**src/rtl/rsa_pkg.sv**
```systemverilog
// Shared types and constants for the RSA datapath blocks.
package rsa_pkg;

   typedef enum logic [1:0] {
      IDLE = 2'd0,
      RUN  = 2'd1,
      DONE = 2'd2
   } state_t;

   localparam int RSA_WIDTH = 128;

   // Bit-counter width for a WIDTH-bit multiplier scan.
   function automatic int cnt_width(input int width);
      return (width > 1) ? $clog2(width) : 1;
   endfunction

endpackage

```
**src/rtl/blakely_iter.sv**
```systemverilog
// One Blakely step: r' = 2r + (a_bit ? b : 0), then up to two conditional
// subtracts of n. Purely combinational.
module blakely_iter
#(
   parameter int WIDTH = 128
) (
   input  logic [WIDTH+1:0] r,
   input  logic             a_bit,
   input  logic [WIDTH-1:0] b,
   input  logic [WIDTH-1:0] n,
   output logic [WIDTH+1:0] r_next
);

   logic [WIDTH+1:0] n_ext;
   logic [WIDTH+1:0] sum;
   logic [WIDTH+1:0] sub1;

   always_comb begin
      n_ext = {2'b00, n};
      // r < n keeps 2r + b below 3n, which fits in WIDTH+2 bits
      sum   = (r << 1) + (a_bit ? {2'b00, b} : '0);
      sub1  = (sum >= n_ext) ? (sum - n_ext) : sum;
      r_next = (sub1 >= n_ext) ? (sub1 - n_ext) : sub1;
   end

endmodule

```
**src/rtl/blakely_modmul.sv**
```systemverilog
// Iterative Blakely modular multiplier, result = (a*b) mod n, one bit of a per clock.
// Optional operand check enabled by defining BLAKELY_OPCHECK_EN.
module blakely_modmul
   import rsa_pkg::*;
#(
   parameter int WIDTH = RSA_WIDTH
) (
   input  logic             clk,
   input  logic             reset,
   input  logic             start,
   input  logic [WIDTH-1:0] a,
   input  logic [WIDTH-1:0] b,
   input  logic [WIDTH-1:0] n,
   output logic             busy,
   output logic             done,
   output logic [WIDTH-1:0] result,
   output logic             err
);

   localparam int CW = $clog2(WIDTH);

   state_t           state_reg, state_next;
   logic [WIDTH-1:0] a_reg, a_next;
   logic [WIDTH-1:0] b_reg, b_next;
   logic [WIDTH-1:0] n_reg, n_next;
   logic [WIDTH+1:0] r_reg, r_next;
   logic [WIDTH+1:0] r_iter;
   logic [CW-1:0]    cnt_reg, cnt_next;
   logic [WIDTH-1:0] result_reg, result_next;

   blakely_iter #(.WIDTH(WIDTH)) u_iter (
      .r      (r_reg),
      .a_bit  (a_reg[cnt_reg]),
      .b      (b_reg),
      .n      (n_reg),
      .r_next (r_iter)
   );

`ifdef BLAKELY_OPCHECK_EN
   logic err_reg, err_next;
   assign err = err_reg;
`else
   assign err = 1'b0;
`endif

   assign busy   = (state_reg != IDLE);
   assign done   = (state_reg == DONE);
   assign result = result_reg;

   always_comb begin
      state_next  = state_reg;
      a_next      = a_reg;
      b_next      = b_reg;
      n_next      = n_reg;
      r_next      = r_reg;
      cnt_next    = cnt_reg;
      result_next = result_reg;
`ifdef BLAKELY_OPCHECK_EN
      err_next    = err_reg;
`endif
      case (state_reg)
         IDLE: begin
            if (start) begin
               a_next     = a;
               b_next     = b;
               n_next     = n;
               r_next     = '0;
               cnt_next   = CW'(WIDTH - 1);
               state_next = RUN;
`ifdef BLAKELY_OPCHECK_EN
               err_next   = 1'b0;
               // Bad operands bypass the iteration and report straight away
               if ((n == '0) || (a >= n) || (b >= n)) begin
                  result_next = '0;
                  err_next    = 1'b1;
                  state_next  = DONE;
               end
`endif
            end
         end
         RUN: begin
            r_next   = r_iter;
            cnt_next = cnt_reg - CW'(1);
            if (cnt_reg == '0) begin
               result_next = r_iter[WIDTH-1:0];
               state_next  = DONE;
            end
         end
         DONE:    state_next = IDLE;
         default: state_next = IDLE;
      endcase
   end

   always_ff @(posedge clk) begin
      if (!reset) begin
         state_reg  <= IDLE;
         a_reg      <= '0;
         b_reg      <= '0;
         n_reg      <= '0;
         r_reg      <= '0;
         cnt_reg    <= '0;
         result_reg <= '0;
`ifdef BLAKELY_OPCHECK_EN
         err_reg    <= 1'b0;
`endif
      end else begin
         state_reg  <= state_next;
         a_reg      <= a_next;
         b_reg      <= b_next;
         n_reg      <= n_next;
         r_reg      <= r_next;
         cnt_reg    <= cnt_next;
         result_reg <= result_next;
`ifdef BLAKELY_OPCHECK_EN
         err_reg    <= err_next;
`endif
      end
   end

endmodule

```
**config.mk**
```make
export PLATFORM = sky130hd
export DESIGN_NAME = blakely_modmul
export DESIGN_NICKNAME = d
export VERILOG_FILES = /design/src/rtl/rsa_pkg.sv /design/src/rtl/blakely_iter.sv /design/src/rtl/blakely_modmul.sv
export SDC_FILE = /design/constraint.sdc
export NUM_CORES = 2
export LEC_CHECK = 0
export ABC_CLOCK_PERIOD_IN_PS = 12700
export BUFFER_PORTS_ARGS = -buffer_cell sky130_fd_sc_hd__buf_2
export CORE_MARGIN = 2
export CORE_UTILIZATION = 30
export DETAILED_ROUTE_END_ITERATION = 10
export HOLD_SLACK_MARGIN = 0.08
export SYNTH_ARGS = -nofsm -noshare
export SYNTH_HDL_FRONTEND = slang
export SYNTH_SLANG_ARGS = --single-unit
```
**constraint.sdc**
```tcl
create_clock -name clk -period 12.7 [get_ports clk]
set_input_delay 0.635 -clock clk [delete_from_list [all_inputs] [get_ports clk]]
set_output_delay 0.635 -clock clk [all_outputs]
set_load 0.02 [all_outputs]
```
==> results.cfg <==
[floorplan]
design.core.area_sq_um = 171000
num_rows = 152
die_w_um = 418
start_util_pct = 30.1
io_pins = 518
die_area_sq_um = 175000
die_y_um = 418

[setup_path]
cp-start-kind = register
critPathKind = register to register
path_max_fanout = 6
cp.required_ps = 13270
max_stage_delay_ps = 560
cp_top_family = buffers and inverters
critPathMostFrequentCell = buf_4
timing.rr.end = r_reg[30]
crit_slowest_cell = a311oi_4
end_kind = register
r2r_cells = 75
r2r_slack_ps = -620
r2r-start = cnt_reg[0]
path_buf_inv = 39
worst-path-stages = 75
crit_arrival_ps = 13890

[detailed_routing]
via_per_inst = 5.34
drc = 0
wl_per_cell_um = 22.4
routed_wl_um = 265000
ant_nets = 0
vias = 63438
dr.pass1.iters = 6
drt_iter0_markers = 5277

[timing]
max_freq_mhz = 75.1
final.setup.tns_ps = -123450
worstMarginPinSlew_ps = 1330
post-route-period-util_pct = 105
setup_viol = 257
finClkSkew_ps = 48.4
setup_ws_ps = -624
max_slew_margin_pct = 11.3
min_period_ps = 13320
hold_violations = 0
report.final.slew_viol_count = 0
rsz0062_at_grt = true

[worst_hold_path]
min_to = n_reg[47]
hold_depth = 3
hold_path_class = primary input to register
min-delay-start = n[47]

[yosys]
ys_top_cells_by_count = nand2_1, a21oi_1, dfxtp_1
yosysWarnings = 0
yosysUniqueCellTypes = 100
synth_flop_cell = dfxtp_1
synth_edf_count = 0
synth_cells = 7300
synthSimpleGateAreaFrac_pct = 22.8
synth_xor_area_share_pct = 6.17
ys_seq_elements = 650
async_flop_share_pct = 0
synth_most_common_cell = nand2_1
synthAdderAreaFrac_pct = 9.47
synth_compound_area_share_pct = 28.2
synthMuxAreaShare_pct = 2.65
synth_top_area_cell = dfxtp_1
synth_top_family_by_area = compound AO/OA/AOI/OAI gates
synth_top_area_share_pct = 25.3
syn-num-nets = 8075
syn_avg_cell_area_sq_um = 7.06
ys_seq_area_share_pct = 25.3
synth_area_leaders = dfxtp_1, a21oi_1, nand2_1
synth_area_sq_um = 51500

[layout]
largest_reg_flops = 129
finalNetCount = 10342
drive_gt1_share_pct = 36.7
area_growth_pct = 55.0

[place]
numPortBuffers = 516
gp_congestion = 1.00
hpwl_um = 205000

[clock_network]
clock_latency_ps = 750
cts_hold_buf = 0
cts.htree.levels = 3
cts_root_buf = clkbuf_16
cts_max_path_buffers = 3
cts_sinks = 650
cts.clk_slew.worst_paths_ps = 60
tritoncts = built
cts_buffers = 80

[global_routing]
grt_max_degree = 176
antenna_found_initial = 15
grt-ovfl-total = 0
gr-usage-all-layers_pct = 28.6
grt_pass1_vias = 61556
grt_pass1_wl_um = 381000

[run_status]
violations = negative setup slack
status = complete, but fails checks

[flow_run]
cap_viol_max_count = 0
-- worst reg2reg max path, delay by kind of cell (launching register included) --
family / cells / cell delay (ps)
simple gates: 16 / 3000
mux: 3 / 1430
fa+ha+maj: 3 / 780
flops: 1 / 350
compound gates: 12 / 2180
buf+inv: 39 / 5130
xor+xnor: 2 / 300
-- area by class of cell --
class,instances,area [sq um]
fill,17037,91300
multi-input combinational,5947,40000
timing repair buffer,2651,20400
sequential,650,13000
tap,2233,2790
clock buffer,94,2130
inverter,237,900
clock inverter,56,709
antenna,3,7.51
-- worst max path at each step --
stage / startpoint / to / slack [ps]
6_report: cnt_reg[0] / r_reg[30] / -620
5_1_grt: cnt_reg[0] / r_reg[30] / -890
4_1_cts: cnt_reg[0] / result[0] / -160
3_5_place_dp: cnt_reg[0] / r_reg[34] / -2830
3_3_place_gp: cnt_reg[0] / result[121] / -2710
2_1_floorplan: cnt_reg[0] / r_reg[85] / 50
-- through the flow --
| stage | instance area (sq um) | hold WS [ps] | std cells | setup slack, ps | util [%] |
|---|---|---|---|---|---|
| CTS | 76500 | 83.1 | 11815 | -160 | 44.7 |
| floorplan | 51500 | 422 | 7300 | 51.7 | - |
| detailed placement | 69900 | 442 | 11500 | -2830 | 40.8 |
| global route | 79900 | 130 | 11869 | -894 | 46.7 |
| finish | 79900 | 134 | 11871 | -624 | 46.7 |
| global placement | 69900 | 437 | 11500 | -2710 | 40.8 |
-- logic make-up (layout without fill, tap and decap cells) --
logic type               Yosys count  after routing
AO/OA/AOI/OAI                   2441           2441
XOR/XNOR                         363            363
adder cells (fa/ha/maj)          388            388
buffers and inverters            703           3038
flip-flops                       650            650
multiplexers                      81             81
other                              1              4
AND/OR/NAND/NOR                 2673           2673
-- per-layer routing --
layer  GRT usage [%]  wire, um  vias to the layer above
li1                -         -                    30336
met1            36.1    111000                    30091
met3            3.77     16600                      602
met5               0       113                        -
met2            46.4    120000                     2389
met4            16.7     18500                       20
-- placed cells by master, fill, tap and decap left out, types with 80 or more instances in the layout --
| cell type | n |
|---|---|
| o21ai_1 | 123 |
| a21o_1 | 170 |
| a21oi_1 | 917 |
| nor2_1 | 403 |
| and2_1 | 138 |
| inv_1 | 235 |
| nor3_1 | 82 |
| xor2_1 | 152 |
| buf_2 | 515 |
| a21oi_4 | 80 |
| a21oi_2 | 98 |
| ha_1 | 334 |
| nand3_1 | 82 |
| nand2_1 | 1412 |
| o21ai_0 | 400 |
| clkbuf_16 | 92 |
| nand4_1 | 144 |
| buf_4 | 1959 |
| xnor2_1 | 193 |
| dfxtp_1 | 648 |
-- what timing repair did --
action | 4_1_cts | 5_1_grt
pin swaps | 99 | 218
endpoints found under the setup margin | 257 | 257
hold endpoints to repair | 0 | 0
cloned | 24 | 14
resized for setup | 432 | 639
setup buffers | 148 | 73
Power is left out: the tool's default activity adds up to more than one toggle a clock period on the data nets, which glitch-free logic cannot reach.
